`src/rtl/alu_pkg.sv`:
```
// Shared types and constants for the datapath ALU.
// Opcode encoding and default data width.
package alu_pkg;

    localparam int DEFAULT_WIDTH = 12;

    typedef enum logic [2:0] {
        IDLE = 3'd0,
        CLR  = 3'd1,
        PASS = 3'd2,
        ADD  = 3'd3,
        SUB  = 3'd4,
        MUL  = 3'd5,
        INC  = 3'd6,
        RSVD = 3'd7
    } alu_op_t;

endpackage

```
`src/rtl/alu.sv`:
```
// Signed two's-complement ALU with a registered result.
// One op per clock, one-cycle latency, wrap-around arithmetic.
module alu
    import alu_pkg::*;
#(
    parameter int WIDTH = DEFAULT_WIDTH
) (
    input  logic             clk,
    input  logic             rst,
    input  logic [WIDTH-1:0] a,
    input  logic [WIDTH-1:0] b,
    input  logic [2:0]       selectOp,
    output logic [WIDTH-1:0] c
);

    alu_op_t            op;
    logic [WIDTH-1:0]   c_nxt;
    logic [2*WIDTH-1:0] prod;
    logic [2*WIDTH-1:0] a_ext;
    logic [2*WIDTH-1:0] b_ext;

    assign op = alu_op_t'(selectOp);

    // Sign-extended operands make the unsigned product equal the signed one
    assign a_ext = {{WIDTH{a[WIDTH-1]}}, a};
    assign b_ext = {{WIDTH{b[WIDTH-1]}}, b};
    assign prod  = a_ext * b_ext;

    always_comb begin
        c_nxt = c;
        unique case (op)
            IDLE: c_nxt = c;
            CLR:  c_nxt = '0;
            PASS: c_nxt = b;
            ADD:  c_nxt = a + b;
            SUB:  c_nxt = a - b;
            MUL:  c_nxt = prod[WIDTH-1:0];
            INC:  c_nxt = a + WIDTH'(1);
            RSVD: c_nxt = c;
            default: c_nxt = c;
        endcase
    end

    always_ff @(posedge clk) begin
        if (rst) begin
            c <= '0;
        end else begin
            c <= c_nxt;
        end
    end

endmodule

```
`config.mk`:
```
export PLATFORM = sky130hd
export DESIGN_NAME = alu
export DESIGN_NICKNAME = d
export VERILOG_FILES = /design/src/rtl/alu_pkg.sv /design/src/rtl/alu.sv
export SDC_FILE = /design/constraint.sdc
export NUM_CORES = 1
export LEC_CHECK = 0
export ABC_AREA = 1
export CORE_MARGIN = 1
export CORE_UTILIZATION = 45
export CTS_CLUSTER_DIAMETER = 50
export DETAILED_ROUTE_END_ITERATION = 7
export PLACE_DENSITY_LB_ADDON = 0.08
export SYNTH_ARGS = -nofsm -noshare
export SYNTH_HDL_FRONTEND = slang
export SYNTH_SLANG_ARGS = --single-unit
```
`constraint.sdc`:
```
create_clock -name clk -period 7.24 [get_ports clk]
set_input_delay 1.448 -clock clk [delete_from_list [all_inputs] [get_ports clk]]
set_output_delay 1.448 -clock clk [all_outputs]
set_load 0.01 [all_outputs]
```
After elaboration in Yosys (flattened, before gate mapping)
Cells that the tools add are included.
{ "classes": {"add_sub_neg": 3, "mul": 1, "n_div": 0, "n_lt_le_gt_ge": 0, "eq_ne": 7, "shifts": 0, "n_mux": 1, "bitwise_logic": 0, "n_reduce_logical": 2} }
{ "op_table": {"columns": ["op", "count"], "rows": [
  ["$pmux W12 S6", 1],
  ["$add A12 B1 Y12 const B", 1],
  ["$add A12 B12 Y12", 1],
  ["$eq A3 B3 Y1 const B", 4],
  ["$mul A12 B12 Y12", 1],
  ["$sub A12 B12 Y12", 1],
  ["$eq A3 B2 Y1 const B", 2],
  ["$eq A3 B1 Y1 const B", 1],
  ["$logic_not A3 Y1", 1],
  ["$reduce_or A2 Y1", 1]
]} }
{ "totals": {"regBits": 12, "latchBits": 0, "ram_bits": 0, "mem_bits_ro": 0, "in_bits": 29, "mem_count": 0} }

Longest topological paths before layout
{ "logic_depth": {"depth_word": 2, "depth_mapped": 29, "ltp_nobuf": 28} }

Least setup slack after synthesis
Ideal clock, no wire load.
{ "synth_path": {"kind": "input port to flip-flop", "start": "input b[4]", "end": "register c[11]", "setup_ns": 0.109, "arrival_time_ns": 5.371, "setup_slack_ns": 1.760, "path_stages": 21, "n_path_buf": 1, "cell_sequence": "buf_1 > nand2_1 > fa_1 > inv_1 > fa_1 > ha_1 > fa_1 > inv_1 > fa_1 > inv_1 > ha_1 > inv_1 > a21oi_1 > o21ai_0 > nand2_1 > a21oi_1 > nand3_1 > nand3_1 > nand3_1 > nand2_1 > inv_1"} }
{ "synth_via": {"elab_chain_len": 2} }
{ "synth_lines": {"columns": ["item", "line", "text"], "rows": [
  ["from (decl)", "alu.sv:11", "input logic [WIDTH-1:0] b,"],
  ["$mul A12 B12 Y12 (tied with other cells)", "alu.sv:27", "assign prod = a_ext * b_ext;"],
  ["$pmux W12 S6 *", "alu.sv:31", "unique case (op)"],
  ["to (signal assigned)", "alu.sv:48", "c <= c_nxt;"],
  ["to (decl)", "alu.sv:13", "output logic [WIDTH-1:0] c"]
]} }
Every way passes the cells marked *; elsewhere a longest branch is shown, timed or not.
A chain may end at the register's enable or synchronous reset.

Worst setup path in the final report
{ "layout_path": {"start": "input b[1]", "end": "register c[10]"} }
Same word-level chain as after synthesis.

==> impl_metrics.csv <==
group,metric,value,unit
run_status,outcome,"complete, no violations",
cells_and_area,nets,803,
cells_and_area,drive_gt1_share,5.25,%
logic_synthesis,synth-seq-cells,12,
logic_synthesis,synth_area,4120,sq um
cells_and_area,fillerInstances,926,
routing,drt_wl_total,11400,um
logic_synthesis,yosysWarnings,0,
sta,tightest_slew,0.737,ns
logic_synthesis,synth_top_cells_by_count,"219 x nand2_1, 166 x inv_1, 47 x ha_1",
floorplan,die_w,97.7,um
floorplan,die_area,9550,sq um
global_route,antenna_found_initial,0,
worst_setup_path,critPathMaxFanout,14,
routing,viasPerCell,5.11,
floorplan,core_area,8810,sq um
logic_synthesis,synthArstFlopShare,0,%
worst_setup_path,cpPeakStageDelay,0.86,ns
logic_synthesis,synth_top_area_cell,"nand2_1",
clocking,cts_buffers,3,
worst_setup_path,crit_chain,"clkdlybuf4s50_1 -> nand2_1 -> inv_1 -> fa_1 -> ha_1 -> fa_1 -> inv_1 -> fa_1 -> fa_1 -> inv_1 -> ha_1 -> nand2_1 -> nand2_1 -> a31oi_1 -> nor2_1 -> o21ai_0 -> nand2_1 -> o21ai_1 -> nand4_1 -> nand2_1 -> inv_1",
routing,wl_per_cell,14.4,um
min_path,hold_class,"reg2reg",
logic_synthesis,synth_edf_count,0,
sta,finalHoldViolCount,0,
power_and_ir_drop,p_leak,2.77,nW
clocking,htreeDepth,1,
worst_setup_path,setup.worst_path.end_class,"register",
logic_synthesis,synth_seq_area_share,5.83,%
sta,final-setup-viol-count,0,
placed_design,routabilityCongestion,0.937,
worst_setup_path,r2r_setup_slack,6.42,ns
worst_setup_path,cp.arrival,6.22,ns
worst_setup_path,crit_top_cell,"nand2_1",
global_route,grt_max_degree,17,
logic_synthesis,synth.most_common_cell,"nand2_1",
sta,setup-tns-final,0,ns
worst_setup_path,cp.required,7.39,ns
cells_and_area,fin_area,4590,sq um
sta,slew_headroom,50.6,%
logic_synthesis,synth_top_flop_cell,"dfxtp_1",
global_route,grt_pass1_vias,3805,
power_and_ir_drop,power.density,171,nW/um^2
sta,fin_crit_sh,83.8,%
global_route,overflow,0,
sta,finalMaxSlewViolations,0,
cells_and_area,syn2layout_area_growth,11.4,%
clocking,postCtsSetupRepairBufs,0,
placed_design,port_buffers,40,
worst_setup_path,critPathKind,"in2reg",
clocking,cts_resized,0,
power_and_ir_drop,ir_drop,82.2,uV
worst_setup_path,startpoint_type,"input pin",
logic_synthesis,synth.distinct_cells,39,
routing,vias,4057,
floorplan,initial_core_util,46.8,%
cells_and_area,diodes,0,
job,drv_cap,0,
clocking,cts_root_buffer,"clkbuf_8",
worst_setup_path,cp_num_buf_inv,5,
clocking,path_clk_slew,0.06,ns
sta,timing.fmax,165,MHz
floorplan,io_pins,41,
clocking,cts_tree,"yes",
logic_synthesis,synthCells,660,
sta,grt_setup_unrepaired,"false",
clocking,cts_hold_buf,0,
logic_synthesis,synth_nets,776,
routing,drt-initial-drc-count,185,
placed_design,placed_area,4540,sq um
routing,drt_drc_violations_left,0,
routing,ant_nets,0,
global_route,grtUsageTotal,25.0,%
clocking,clockBufferDepth,2,
clocking,cts.sinks,12,
logic_synthesis,synth.avg_cell_area,6.25,sq um
sta,finalCriticalPeriod,6.06,ns
placed_design,place_hpwl,9510,um
worst_setup_path,cpLargestDelayFamily,"adder cells",
cells_and_area,largest_register_ffs,12,
worst_setup_path,critPathSlowestCell,"clkdlybuf4s50_1",
clocking,clock_latency,0.25,ns
routing,drtPass1Iterations,5,
sta,fin_skew,0,ns
global_route,grt_pass1_wl,18600,um
logic_synthesis,synth_top_area_share,19.9,%
logic_synthesis,yosys-top-cells-area,"nand2_1 20%, fa_1 19%, inv_1 15%, ha_1 14%, dfxtp_1 5.8%",
floorplan,rows,34,
floorplan,dieHeight,97.7,um
cells_and_area,top_regs,"c: 12 flops",
cells_and_area,regMostFlops,"c",
path summary, 6_finish.rpt:
check	depth (start not counted)	start	to
setup / recovery	21	b[1]	c[10]
hold / removal	4	c[5]	c[5]
setup reg to reg	3	c[0]	c[0]
hold reg to reg	4	c[5]	c[5]
per-stage QoR:
stage | setup WS, ns | cells | util (%) | hold slack (ns) | power, mW
2_1_floorplan | 1.76 | 660 | - | 0.572 | 0.532
3_3_place_gp | 0.974 | 790 | 51.5 | 0.538 | 0.704
3_5_place_dp | 0.933 | 790 | 51.5 | 0.545 | 0.713
4_1_cts | 1.19 | 794 | 52.2 | 0.560 | 0.795
5_1_grt | 0.834 | 794 | 52.2 | 0.604 | 0.885
6_report | 1.18 | 794 | 52.2 | 0.554 | 0.784
per-layer routing:
layer	wire [um]	track usage (%)	vias up
met5	0	0	-
met4	225	6.18	0
met3	468	2.23	20
met2	5300	42.3	117
met1	5440	34.3	1893
li1	-	-	2027
cell usage in the layout (no fill, tap or decap), types with 3 or more instances in the layout:
master and instances:
fa_1 40, nor3_1 13, a21oi_1 15, nand3b_1 3, dfxtp_1 12, nand3_1 35, nor2_4 3, o2111ai_1 8
inv_1 166, ha_1 47, nand2_2 6, nand2_1 219, nor2_1 22, o21a_1 3, clkbuf_8 4, nand3_2 6
inv_2 7, o21ai_0 12, clkdlybuf4s50_1 40
cell type report:
type	instances	area [sq um]	area share (%)
Clock buffer	4	55.1	1.20
Inverter	174	656	14.3
Multi-Input combinational cell	454	3090	67.3
Sequential cell	12	240	5.23
Tap cell	108	135	2.94
Timing Repair Buffer	42	415	9.04
kinds of logic after synthesis:
family / share of synthesized area (%)
AOI/OAI and AO/OA: 6.59
xor gates and xnor gates: 0.850
adders and majority gates: 33.7
buffers and inverters: 19.2
DFF: 5.83
and+or+nand+nor: 33.9
tightest hold or removal path: stages, from the launching register on:
cell     delay, ns
dfxtp_1       0.32
nand2_1       0.05
nand3_1       0.07
nand2_1       0.04
inv_1         0.04
power breakdown:
| group | switching (mW) | leakage (nW) | internal [mW] | total (mW) |
|---|---|---|---|---|
| Combinational | 0.376 | 2.64 | 0.247 | 0.623 |
| Clock | 0.0288 | 0.0288 | 0.0482 | 0.0770 |
| Sequential | 0.00700 | 0.0991 | 0.0770 | 0.0840 |
(Power assumes the default switching activity.)
